`src/rtl/led_pkg.sv`:
```
// Shared definitions for the multiplexed seven-segment scanner: segment bit
// positions, the hex-to-segment table and the output polarity helper.
package led_pkg;

  // Bit positions inside a 7-bit abcdefg segment word (a is the MSB).
  localparam int SEG_A = 6;
  localparam int SEG_B = 5;
  localparam int SEG_C = 4;
  localparam int SEG_D = 3;
  localparam int SEG_E = 2;
  localparam int SEG_F = 1;
  localparam int SEG_G = 0;

  function automatic logic [6:0] hex_to_seg(input logic [3:0] nib);
    logic [6:0] seg;
    case (nib)
      4'h0:    seg = 7'b1111110;
      4'h1:    seg = 7'b0110000;
      4'h2:    seg = 7'b1101101;
      4'h3:    seg = 7'b1111001;
      4'h4:    seg = 7'b0110011;
      4'h5:    seg = 7'b1011011;
      4'h6:    seg = 7'b1011111;
      4'h7:    seg = 7'b1110000;
      4'h8:    seg = 7'b1111111;
      4'h9:    seg = 7'b1111011;
      4'hA:    seg = 7'b1110111;
      4'hB:    seg = 7'b0011111;
      4'hC:    seg = 7'b1001110;
      4'hD:    seg = 7'b0111101;
      4'hE:    seg = 7'b1001111;
      default: seg = 7'b1000111;
    endcase
    return seg;
  endfunction

  // Convert an active-high segment word to the pin level (common anode inverts).
  function automatic logic [6:0] seg_pol(input logic [6:0] seg, input bit act_low);
    return act_low ? ~seg : seg;
  endfunction

endpackage

```
`src/rtl/led_scan_if.sv`:
```
// Pin-side bundle of the display scanner: per-digit data/load inputs and the
// shared segment bus, one-hot digit enables and frame pulse.
interface led_scan_if #(
  parameter int DIGITS = 4
);
  // i_load is a one-cycle strobe with no backpressure: the scanner accepts
  // every strobe, and a later strobe before the frame boundary replaces the earlier one.
  logic [4*DIGITS-1:0] i_value;
  logic [DIGITS-1:0]   i_dp;
  logic [DIGITS-1:0]   i_blank;
  logic [3:0]          i_bright;
  logic                i_load;

  logic                o_a, o_b, o_c, o_d, o_e, o_f, o_g, o_dp;
  logic [DIGITS-1:0]   o_digit;
  logic                o_frame;

  modport master (
    output i_value, i_dp, i_blank, i_bright, i_load,
    input  o_a, o_b, o_c, o_d, o_e, o_f, o_g, o_dp, o_digit, o_frame
  );

  modport slave (
    input  i_value, i_dp, i_blank, i_bright, i_load,
    output o_a, o_b, o_c, o_d, o_e, o_f, o_g, o_dp, o_digit, o_frame
  );
endinterface

```
`src/rtl/led_hex_decoder.sv`:
```
// Combinational nibble to abcdefg segment decoder (active-high segments).
module led_hex_decoder
  import led_pkg::*;
(
  input  logic [3:0] nib,
  output logic [6:0] seg
);
  assign seg = hex_to_seg(nib);
endmodule

```
`src/rtl/led_scan.sv`:
```
// N-digit multiplexed seven-segment driver with double-buffered frame data,
// per-slot dead time and 16-level PWM dimming. All outputs are registered.
module led_scan
  import led_pkg::*;
#(
  parameter int DIGITS      = 4,
  parameter int SCAN_DIV    = 1024,
  parameter int DEAD        = 16,
  parameter int SEG_ACT_LOW = 0,
  parameter int DIG_ACT_LOW = 0
) (
  input logic     clk,
  input logic     rst,
  led_scan_if.slave bus
);
  localparam int SW = (SCAN_DIV > 1) ? $clog2(SCAN_DIV) : 1;
  localparam int DW = (DIGITS > 1) ? $clog2(DIGITS) : 1;
  localparam logic [SW-1:0] SLOT_LAST = SW'(SCAN_DIV - 1);
  localparam logic [SW-1:0] DEAD_CNT  = SW'(DEAD);
  localparam logic [DW-1:0] DIG_LAST  = DW'(DIGITS - 1);
  localparam bit SEG_INV = (SEG_ACT_LOW != 0);
  localparam bit DIG_INV = (DIG_ACT_LOW != 0);

  typedef struct packed {
    logic [4*DIGITS-1:0] value;
    logic [DIGITS-1:0]   dp;
    logic [DIGITS-1:0]   blank;
    logic [3:0]          bright;
  } disp_t;

  logic [SW-1:0]     slot_cnt;
  logic [DW-1:0]     dig;
  logic [3:0]        pwm_cnt;
  logic              pend_valid;
  disp_t             pending, active;

  logic              slot_wrap, frame_bnd, lit;
  logic [3:0]        nib;
  logic [6:0]        seg_dec;
  logic [DIGITS-1:0] dig_onehot;

  logic [6:0]        seg_q;
  logic              dp_q;
  logic [DIGITS-1:0] digit_q;
  logic              frame_q;

  always_comb begin
    slot_wrap  = (slot_cnt == SLOT_LAST);
    frame_bnd  = slot_wrap && (dig == DIG_LAST);
    nib        = active.value[{dig, 2'b00} +: 4];
    lit        = (slot_cnt >= DEAD_CNT) && (pwm_cnt < active.bright) && !active.blank[dig];
    dig_onehot = DIGITS'(1) << dig;
  end

  led_hex_decoder u_dec (
    .nib (nib),
    .seg (seg_dec)
  );

  always_ff @(posedge clk) begin
    if (rst) begin
      slot_cnt       <= '0;
      dig            <= '0;
      pwm_cnt        <= '0;
      pend_valid     <= 1'b0;
      pending        <= '0;
      active.value   <= '0;
      active.dp      <= '0;
      active.blank   <= '1;
      active.bright  <= 4'd0;
      seg_q          <= seg_pol(7'h00, SEG_INV);
      dp_q           <= SEG_INV;
      digit_q        <= {DIGITS{DIG_INV}};
      frame_q        <= 1'b0;
    end else begin
      pwm_cnt  <= pwm_cnt + 4'd1;
      slot_cnt <= slot_wrap ? '0 : slot_cnt + SW'(1);
      if (slot_wrap) begin
        dig <= (dig == DIG_LAST) ? '0 : dig + DW'(1);
      end

      // Swap only between frames so a frame never mixes old and new data;
      // a load landing on the boundary itself waits for the following frame.
      if (frame_bnd && pend_valid) begin
        active <= pending;
      end
      if (bus.i_load) begin
        pending    <= '{value: bus.i_value, dp: bus.i_dp, blank: bus.i_blank,
                        bright: bus.i_bright};
        pend_valid <= 1'b1;
      end else if (frame_bnd) begin
        pend_valid <= 1'b0;
      end

      seg_q   <= seg_pol(lit ? seg_dec : 7'h00, SEG_INV);
      dp_q    <= (lit & active.dp[dig]) ^ SEG_INV;
      digit_q <= (lit ? dig_onehot : '0) ^ {DIGITS{DIG_INV}};
      frame_q <= (slot_cnt == '0) && (dig == '0);
    end
  end

  assign bus.o_a     = seg_q[SEG_A];
  assign bus.o_b     = seg_q[SEG_B];
  assign bus.o_c     = seg_q[SEG_C];
  assign bus.o_d     = seg_q[SEG_D];
  assign bus.o_e     = seg_q[SEG_E];
  assign bus.o_f     = seg_q[SEG_F];
  assign bus.o_g     = seg_q[SEG_G];
  assign bus.o_dp    = dp_q;
  assign bus.o_digit = digit_q;
  assign bus.o_frame = frame_q;

endmodule
```
`src/flat_wrapper.sv`:
```
// flat-port wrapper written by rule: the top's interface ports become plain ports
module led_scan_flat import led_pkg::*;
#(
  parameter int DIGITS      = 4,
  parameter int SCAN_DIV    = 1024,
  parameter int DEAD        = 16,
  parameter int SEG_ACT_LOW = 0,
  parameter int DIG_ACT_LOW = 0
)
  (clk, rst, bus_i_value, bus_i_dp, bus_i_blank, bus_i_bright, bus_i_load, bus_o_a, bus_o_b, bus_o_c, bus_o_d, bus_o_e, bus_o_f, bus_o_g, bus_o_dp, bus_o_digit, bus_o_frame);
  led_scan_if #(.DIGITS(DIGITS)) bus_i ();
  input logic clk;
  input logic rst;
  input wire logic [$bits(bus_i.i_value)-1:0] bus_i_value;
  input wire logic [$bits(bus_i.i_dp)-1:0] bus_i_dp;
  input wire logic [$bits(bus_i.i_blank)-1:0] bus_i_blank;
  input wire logic [$bits(bus_i.i_bright)-1:0] bus_i_bright;
  input wire logic [$bits(bus_i.i_load)-1:0] bus_i_load;
  output wire logic [$bits(bus_i.o_a)-1:0] bus_o_a;
  output wire logic [$bits(bus_i.o_b)-1:0] bus_o_b;
  output wire logic [$bits(bus_i.o_c)-1:0] bus_o_c;
  output wire logic [$bits(bus_i.o_d)-1:0] bus_o_d;
  output wire logic [$bits(bus_i.o_e)-1:0] bus_o_e;
  output wire logic [$bits(bus_i.o_f)-1:0] bus_o_f;
  output wire logic [$bits(bus_i.o_g)-1:0] bus_o_g;
  output wire logic [$bits(bus_i.o_dp)-1:0] bus_o_dp;
  output wire logic [$bits(bus_i.o_digit)-1:0] bus_o_digit;
  output wire logic [$bits(bus_i.o_frame)-1:0] bus_o_frame;
  assign bus_i.i_value = bus_i_value;
  assign bus_i.i_dp = bus_i_dp;
  assign bus_i.i_blank = bus_i_blank;
  assign bus_i.i_bright = bus_i_bright;
  assign bus_i.i_load = bus_i_load;
  assign bus_o_a = bus_i.o_a;
  assign bus_o_b = bus_i.o_b;
  assign bus_o_c = bus_i.o_c;
  assign bus_o_d = bus_i.o_d;
  assign bus_o_e = bus_i.o_e;
  assign bus_o_f = bus_i.o_f;
  assign bus_o_g = bus_i.o_g;
  assign bus_o_dp = bus_i.o_dp;
  assign bus_o_digit = bus_i.o_digit;
  assign bus_o_frame = bus_i.o_frame;
  led_scan #(.DIGITS(DIGITS), .SCAN_DIV(SCAN_DIV), .DEAD(DEAD), .SEG_ACT_LOW(SEG_ACT_LOW), .DIG_ACT_LOW(DIG_ACT_LOW)) u_core (.clk(clk), .rst(rst), .bus(bus_i));
endmodule
```
`config.mk`:
```
export PLATFORM = sky130hd
export DESIGN_NAME = led_scan_flat
export DESIGN_NICKNAME = d
export VERILOG_FILES = /design/src/rtl/led_pkg.sv /design/src/rtl/led_scan_if.sv /design/src/rtl/led_hex_decoder.sv /design/src/rtl/led_scan.sv /design/src/flat_wrapper.sv
export SDC_FILE = /design/constraint.sdc
export NUM_CORES = 1
export LEC_CHECK = 0
export BUFFER_PORTS_ARGS = -buffer_cell sky130_fd_sc_hd__buf_2
export CAP_MARGIN = 25
export CORE_MARGIN = 1
export CORE_UTILIZATION = 52
export DETAILED_ROUTE_END_ITERATION = 8
export PLACE_DENSITY = 0.75
export SYNTH_ARGS = -nofsm -noshare
export SYNTH_HDL_FRONTEND = slang
export SYNTH_SLANG_ARGS = --single-unit
```
`constraint.sdc`:
```
create_clock -name clk -period 1.8 [get_ports clk]
set_input_delay 0.18 -clock clk [delete_from_list [all_inputs] [get_ports clk]]
set_output_delay 0.18 -clock clk [all_outputs]
set_load 0.005 [all_outputs]
```
==> metrics, run 1 <==
Worst R2R Start=u_core.dig[0]$_SDFFE_PP0N_; drt wl/cell=13.7 µm; synth warn=0; initial antenna violation count=0; worst slew pin tran=0.700 ns; num ports=44; 1st-iter DRT viols=82; Pwr Density=790 nW/µm²; clk slew on worst S/H paths=0.08 ns; fraction of layout cells with a size suffix above 1=0.299; Vias/cell=5.15; number of flops mapped to enable cells by yosys=0; fin crit share=1.04; CTS Hold Bufs=0; DRT Pass-1 Iters=4; placed cell areas=4070 µm²; CP Launch Type=register; Compound-Gate Fraction of Synth Area=0.0502; post-route cell area=4410 µm²; Fmax achieved=533 MHz; drc violations=0; n_diodes=0; placed wire-length estimate=4530 µm; failing checks=negative setup slack; Post-Syn Instances=353; mux contribution to synthesized area=0.192; outcome=complete, but fails checks; Adder-Cell Fraction of Synth Area=0.0519; post-route setup slack=-0.0758 ns; Relative slew margins=0.533; worst hold slack=0.0673 ns; Worst Path Max Fanout=6; cts bufs inserted=9; Longest Clk Path Bufs=2; final WL=6960 µm; Syn Area/Cell=10.2 µm²; nets=470; Placed Cells=487; Fin Clk Skew=0.00872 ns; Yosys reg bits=86; DR vias=2615; Post-synth ARST share=0; Hold Crit Start=bus_i_blank[0]; reg-to-reg setup timing slack=-0.08 ns; # rows=30; worst endpoint required time=2.09 ns; commonest non-fill, non-tap cell in the layout=dfxtp_1; remaining global-route overflow=0; Syn Nets=399; Starting Density=0.535; CP Capture Type=register; H-tree depth=3; Worst VDD drop=0.487 mV; antenna viol nets, final=0; fin crit period=1.88 ns; die span in y=85.4 µm; Root Driver=clkbuf_8; # fillers=536; MaxCap Viol Count=0; most frequent cells in the layout=dfxtp_1 (83), nor2_1 (72), mux2i_1 (56); Syn Std Cell Area=3610 µm²; fin cells=508; Die Wd=85.4 µm; Fin. Hold Viols=0; Clk Latency, worst-skew pair=0.34 ns; Seq/Total Area, Yosys=0.476; vias in the first global route=2353; clk sinks=86; DIE AREA=7290 µm²; worst path arrival time=2.16 ns; Core ar.=6760 µm²; Yosys cell types=40; max-slew violation count=0; Setup CP Type=register to register; largest net degree at the start of global routing=70; cell leakage power=1.82 nW; TritonCTS clock tree=built; fin util=0.652; Port Buffer Count=43; simple-gate share of the synthesized area=0.151; Most used DFF post-synth=dfxtp_1; pre-CTS setup slack=-0.127 ns; RSZ-0062 raised after global routing=true; Final GP Congestion=0.848; Worst Setup SP=u_core.dig[0]$_SDFFE_PP0N_; first-pass GRT wire length=10900 µm; GRT Util Overall=0.190; hold crit path type=primary input to register; Setup-failing EPs final=3; largest family of logic cells by synthesized area=multiplexers; P&R area growth vs syn=22.0%; xor and xnor area share after synthesis=0.0291
where the power goes:
| part | leakage [nW] | total (mW) | switching [mW] | internal, mW |
|---|---|---|---|---|
| registers | 0.702 | 1.98 | 0.0325 | 1.95 |
| clock network | 0.0887 | 1.30 | 0.631 | 0.673 |
| logic | 1.03 | 0.194 | 0.0970 | 0.0971 |
cell type report:
cell class,instances,area [µm²],share of cell area
multi-input combinational,236,1810,0.411
sequential,86,1730,0.392
timing repair buffer,79,532,0.121
clock buffer,12,145,0.0329
tap,80,100,0.0227
inverter,12,47.5,0.0108
clock inverter,3,45.0,0.0102
metal layers:
metal,up-vias,GRT usage,part of all wire
met3,10,0.0438,0.034
met1,1211,0.259,0.49
met4,0,0.0636,0.014
li1,1337,-,-
met2,57,0.300,0.46
met5,-,0,0
cells by family (layout without fill, tap and decap cells):
| family | after synthesis | after routing |
|---|---|---|
| AOI/OAI and AO/OA | 23 | 23 |
| xor gates and xnor gates | 12 | 12 |
| adders and majority gates | 15 | 15 |
| buffers and inverters | 32 | 106 |
| DFF | 86 | 86 |
| muxes | 63 | 63 |
| and+or+nand+nor | 122 | 123 |
synth_stat cells (all sizes together), types with 5 or more instances:
| library cell | instances | area share |
|---|---|---|
| nor3 | 8 | 0.012 |
| nand2 | 12 | 0.012 |
| a211o | 5 | 0.012 |
| nor2b | 5 | 0.0087 |
| inv | 11 | 0.011 |
| ha | 15 | 0.052 |
| xor2 | 6 | 0.015 |
| xnor2 | 6 | 0.015 |
| dfxtp | 86 | 0.48 |
| a21oi | 9 | 0.012 |
| mux4 | 5 | 0.031 |
| buf | 11 | 0.028 |
| clkbuf | 9 | 0.0093 |
| nor2 | 75 | 0.078 |
| mux2i | 57 | 0.16 |
| nand3 | 7 | 0.0097 |
flip-flops by register name (all words and copies together) (netlist names):
signal and cells:
u_core.active 28, u_core.bus.o_digit 4, u_core.bus.o_dp 1, u_core.bus.o_frame 1, u_core.dig 2, u_core.pend_valid 1, u_core.pending 28, u_core.pwm_cnt 4
u_core.seg_q 7, u_core.slot_cnt 10
worst max-delay path, stage by stage, from the launching register on:
cell and delay (ns):
dfxtp_4 0.40, mux4_2 0.60, inv_4 0.12, ha_4 0.14, inv_2 0.03, mux4_2 0.46, nor2_2 0.08
worst paths after layout:
kind                                                       end  cells after the start
worst min-delay path            u_core.pending[4]$_SDFFE_PP0P_                      3
worst min register to register    u_core.pwm_cnt[0]$_SDFF_PP0_                      1
worst max-delay path                u_core.seg_q[3]$_SDFF_PP0_                      6
worst max register to register      u_core.seg_q[3]$_SDFF_PP0_                      6
stage by stage:
step	setup TNS, ns	power [mW]
global route	-0.653	3.62
global placement	-0.185	2.21
detailed placement	-0.577	2.22
floorplan	-0.0493	2.14
finish	-0.0847	3.48
CTS	-0.117	3.51
what timing repair did:
action	CTS	global route
gates resized for setup	8	15
endpoints found under the setup margin	10	37
cloned	0	2
endpoints found under the hold margin	0	0
pin swaps	1	4
setup buffers	1	3
Note: power is estimated with default switching activity, not from simulation.
==> inputs of run 2 (changes only) <==
CORE_UTILIZATION = 57   (was 52)
CTS_CLUSTER_DIAMETER = 30   (was unset)
PLACE_DENSITY = 0.78   (was 0.75)
clock period = 1.9 ns   (was 1.8 ns; I/O delays follow)
==> run 2 against run 1 <==
Against the previous run:
- the run now ends clean
- worst hold slack worse by 0.012 ns
- critical path type unchanged
- largest cell class unchanged
- via count rose by 0.38%
- flip-flop and latch count is the same
- cell area down 1.6%
- sequential share of layout area is 0.63 points higher
==> metrics, run 2 (synthesized netlist as in run 1, its figures left out) <==
hold crit path type=primary input to register; Die Wd=81.6 µm; RSZ-0062 raised after global routing=true; H-tree depth=3; die span in y=81.6 µm; # rows=28; nets=467; 1st-iter DRT viols=120; P&R area growth vs syn=19.9%; Relative slew margins=0.544; Port Buffer Count=43; Placed Cells=482; max-slew violation count=0; CP Launch Type=register; worst-path cell chain=mux4_2, inv_2, ha_4, inv_2, mux4_2, nor2_2; GRT Util Overall=0.219; CP peak stage delay=0.57 ns; MaxCap Viol Count=0; Worst path top cell family by delay=multiplexers; # fillers=458; clk sinks=86; Worst VDD drop=0.719 mV; CP bufs+invs=2; Clk Latency, worst-skew pair=0.36 ns; Longest Clk Path Bufs=2; biggest regs=u_core.active: 28 flops, u_core.pending: 28 flops, u_core.slot_cnt: 10 flops; Pwr Density=785 nW/µm²; TritonCTS clock tree=built; fin crit share=0.984; final WL=6680 µm; Fmax achieved=535 MHz; initial antenna violation count=0; antenna viol nets, final=0; total power=3.40 mW; cts bufs inserted=9; remaining global-route overflow=0; outcome=finished, final reports clean; fin cells=501; fin util=0.719; num ports=44; clk slew on worst S/H paths=0.10 ns; Setup-failing EPs final=0; largest net degree at the start of global routing=70; fin crit period=1.87 ns; DR vias=2625; n_diodes=0; CP Capture Type=register; slowest CP cell=mux4_2; vias in the first global route=2451; Worst Path Max Fanout=5; drc violations=0; cell leakage power=1.82 nW; worst path arrival time=2.17 ns; Root Driver=clkbuf_8; Final GP Congestion=0.808; drt wl/cell=13.3 µm; DIE AREA=6660 µm²; worst slew pin tran=0.684 ns; Vias/cell=5.24; Setup CP Type=register to register; DRT Pass-1 Iters=4; worst endpoint required time=2.20 ns; Starting Density=0.600; first-pass GRT wire length=11000 µm; Fin Clk Skew=0.0130 ns; Core ar.=6030 µm²; Fin. Hold Viols=0; fraction of layout cells with a size suffix above 1=0.284; commonest non-fill, non-tap cell in the layout=dfxtp_1; placed wire-length estimate=4530 µm; most frequent cells in the layout=dfxtp_1 (84), nor2_1 (74), mux2i_1 (57)
==> run 2: cell count changes in the layout (fill, tap and decap cells not counted), sizes merged <==
cell	delta
clkinv	+2
inv	+3
or4	-1
clkinvlp	-1
clkbuf	-4
buf	-1
==> run 2: path summary, 6_finish.rpt <==
check,cells past startpoint,start,slack [ns],to
worst min register to register,1,u_core.pending[6]$_SDFFE_PP0P_,0.47,u_core.active[6]$_SDFFE_PP1P_
worst min-delay path,3,bus_i_value[11],0.05,u_core.pending[23]$_SDFFE_PP0P_
worst max register to register,6,u_core.dig[0]$_SDFFE_PP0N_,0.03,u_core.seg_q[3]$_SDFF_PP0_
worst max-delay path,6,u_core.dig[0]$_SDFFE_PP0N_,0.03,u_core.seg_q[3]$_SDFF_PP0_
==> run 2: area by class of cell <==
class                      count  area (µm²)  share of cell area
clock buffer                   9         124              0.0286
clock inverter                 7        91.3              0.0211
inverter                      12        47.5              0.0110
multi-input combinational    235        1760               0.407
sequential                    86        1730               0.398
tap                           75        93.8              0.0217
timing repair buffer          77         487               0.112
==> run 2: per-layer routing <==
layer  GRT usage  part of all wire  vias up  wire length (µm)
met3      0.0644             0.044        9               295
met1       0.283              0.48     1225              3220
li1            -                 -     1336                 -
met4      0.0667             0.012        0                79
met2       0.352              0.46       55              3090
met5           0                 0        -                 0
==> run 2: worst min-delay path: cells and delay by family <==
kind	cells	cell delay [ns]
and+or+nand+nor	1	0.07
buffers and inverters	1	0.07
muxes	1	0.05
==> run 2: power by group <==
part / switching, mW / internal [mW] / total, mW
logic: 0.0878 / 0.0874 / 0.175
clock network: 0.710 / 0.639 / 1.35
registers: 0.0307 / 1.85 / 1.88
total: 0.829 / 2.58 / 3.40
==> run 2: timing repair <==
item	in CTS	in global routing
endpoints found under the setup margin	7	34
hold buffers	0	0
gates resized for setup	4	14
pin swaps	1	0
endpoints found under the hold margin	0	0
buffers inserted	1	2
==> run 2: stage by stage <==
| step | hold slack, ns | instance area [µm²] | TNS, ns | worst slack, ns |
|---|---|---|---|---|
| 6_report | 0.0550 | 4330 | 0 | 0.0295 |
| 5_1_grt | 0.0502 | 4330 | -0.0709 | -0.0534 |
| 4_1_cts | 0.0396 | 4260 | 0 | 0.00367 |
| 3_5_place_dp | 0.431 | 4030 | -0.736 | -0.196 |
| 3_3_place_gp | 0.422 | 4030 | -0.171 | -0.0811 |
| 2_1_floorplan | 0.337 | 3610 | 0 | 0.00985 |
==> inputs of run 3 (changes only) <==
BUFFER_PORTS_ARGS = unset   (was -buffer_cell sky130_fd_sc_hd__buf_2)
CORE_UTILIZATION = 60   (was 57)
DONT_BUFFER_PORTS = 1   (was unset)
PLACE_DENSITY = 0.76   (was 0.78)
==> run 3 against run 2 <==
Against the previous run:
- cell area up 5.8%
- first-iteration DRC count shrank 9.2%
- clock-buffer cell count up 1
- combinational power grew 30%
- the flow now finishes with violations (negative setup slack)
- die area is 4.9% lower
- register-to-register slack got worse by 0.03 ns
- largest power group unchanged
- non-clock buffer count decreased by 2
- critical path depth fell by 2
- worst setup slack got worse by 0.031 ns
- utilization grew 9.4 points
==> metrics, run 3 (synthesized netlist as in run 1, its figures left out) <==
outcome=complete, but fails checks; failing checks=negative setup slack; # rows=27; DR vias=2723; Relative slew margins=0.332; Longest Clk Path Bufs=2; initial antenna violation count=0; worst slew pin tran=0.999 ns; first-pass GRT wire length=12600 µm; Setup CP Type=register to register; combinational share of power=0.062; RSZ-0062 raised after global routing=true; CP Capture Type=register; clk sinks=86; Clock Power Share=0.420; Port Buffer Count=0; internal power=2.86 mW; switching part of the total power=0.215; placed wire-length estimate=4340 µm; CP peak stage delay=0.57 ns; drc violations=0; cts bufs inserted=9; remaining global-route overflow=0; H-tree depth=3; die span in y=79.6 µm; num ports=44; 1st-iter DRT viols=109; slowest CP cell=or4_4; Fin. Hold Viols=0; antenna viol nets, final=0; Worst Path Max Fanout=6; Die Wd=79.6 µm; max-slew violation count=0; worst hold slack=0.0301 ns; multi-input logic area=1760 µm²; Worst VDD drop=0.691 mV; cell leakage power=1.81 nW; fraction of layout cells with a size suffix above 1=0.167; largest net degree at the start of global routing=68; most frequent cells in the layout=dfxtp_1 (83), nor2_1 (75), mux2i_1 (57); reg-to-reg setup timing slack=-0.002 ns; final WL=8280 µm; nets=466; Root Driver=clkbuf_8; # fillers=322; Psw=0.784 mW; combined flip-flop and latch cell area=1730 µm²; MaxCap Viol Count=0; P&R area growth vs syn=26.9%; n_diodes=0; pre-CTS setup slack=-0.0964 ns; GRT Util Overall=0.266; Setup-failing EPs final=2; Vias/cell=5.49; drt wl/cell=16.7 µm; hold crit path type=primary input to register; post-route setup slack=-0.00174 ns; vias in the first global route=2637; fin crit period=1.90 ns; Final GP Congestion=0.774; worst-path cell chain=buf_12, mux4_2, or4_4, a311oi_2; Core ar.=5640 µm²; Starting Density=0.640; Sequential Power Share=0.517; worst endpoint required time=2.17 ns; Pwr Density=794 nW/µm²; Clk Latency, worst-skew pair=0.35 ns; clk slew on worst S/H paths=0.09 ns; DRT Pass-1 Iters=4; commonest non-fill, non-tap cell in the layout=dfxtp_1; TritonCTS clock tree=built; Fmax achieved=526 MHz; DIE AREA=6340 µm²; CP Launch Type=register; Fin Clk Skew=0.00541 ns; fin crit share=1.00; worst path arrival time=2.17 ns; biggest regs=u_core.active: 28 flops, u_core.pending: 28 flops, u_core.slot_cnt: 10 flops
run 3: changes by cell type in the layout (fill, tap and decap cells not counted), sizes merged, moves of 2 or more:
cell	delta
buf	-45
clkbuf	+2
dlygate4sd3	+42
inv	-2
bufinv	+2
run 3: metrics by stage:
stage | utilization | cells | total power [mW] | TNS (ns) | area [µm²]
3_3_place_gp | 0.672 | 433 | 2.02 | -0.0273 | 3790
5_1_grt | 0.813 | 496 | 3.77 | -0.465 | 4590
2_1_floorplan | - | 353 | 2.03 | 0 | 3610
3_5_place_dp | 0.672 | 433 | 2.03 | -0.198 | 3790
4_1_cts | 0.794 | 491 | 3.63 | 0 | 4480
6_report | 0.813 | 496 | 3.64 | -0.00324 | 4590
run 3: worst max-delay path, delay by kind of cell, from the launching register on:
family	cells	cell delay, ns
and+or+nand+nor	1	0.57
muxes	1	0.50
DFF	1	0.39
AOI/OAI and AO/OA	1	0.26
buffers and inverters	1	0.11
run 3: what timing repair did:
action	in CTS	in global routing
hold endpoints to repair	67	0
hold buffers	43	0
cloned	0	2
endpoints found under the setup margin	7	27
setup buffers	0	3
pin swaps	0	3
resized for setup	2	10
run 3: power groups by stage:
stage | clock [mW] | sequential, mW | combinational (mW)
after floorplan | 0 | 1.92 | 0.114
after global placement | 0 | 1.92 | 0.0962
after detailed placement | 0 | 1.92 | 0.100
after CTS | 1.54 | 1.88 | 0.215
after global routing | 1.63 | 1.89 | 0.247
final | 1.53 | 1.88 | 0.227
run 3: routing by layer:
| metal | GRT usage | part of all wire | vias up |
|---|---|---|---|
| li1 | - | - | 1335 |
| met1 | 0.345 | 0.45 | 1312 |
| met2 | 0.422 | 0.50 | 61 |
| met3 | 0.0411 | 0.025 | 15 |
| met4 | 0.147 | 0.027 | 0 |
| met5 | 0 | 0 | - |
run 3: final timing paths:
check | startpoint | to | cells past startpoint
setup / recovery | u_core.dig[0]$_SDFFE_PP0N_ | u_core.seg_q[4]$_SDFF_PP0_ | 4
hold / removal | bus_i_load | u_core.pending[2]$_SDFFE_PP0P_ | 2
setup reg to reg | u_core.dig[0]$_SDFFE_PP0N_ | u_core.seg_q[4]$_SDFF_PP0_ | 4
hold reg to reg | u_core.pwm_cnt[0]$_SDFF_PP0_ | u_core.pwm_cnt[0]$_SDFF_PP0_ | 1
run 3: area by class of cell:
class / count / share of cell area
tap: 72 / 0.0196
inverter: 12 / 0.00982
multi-input combinational: 236 / 0.383
clock buffer: 10 / 0.0278
clock inverter: 5 / 0.0235
sequential: 86 / 0.377
timing repair buffer: 75 / 0.159
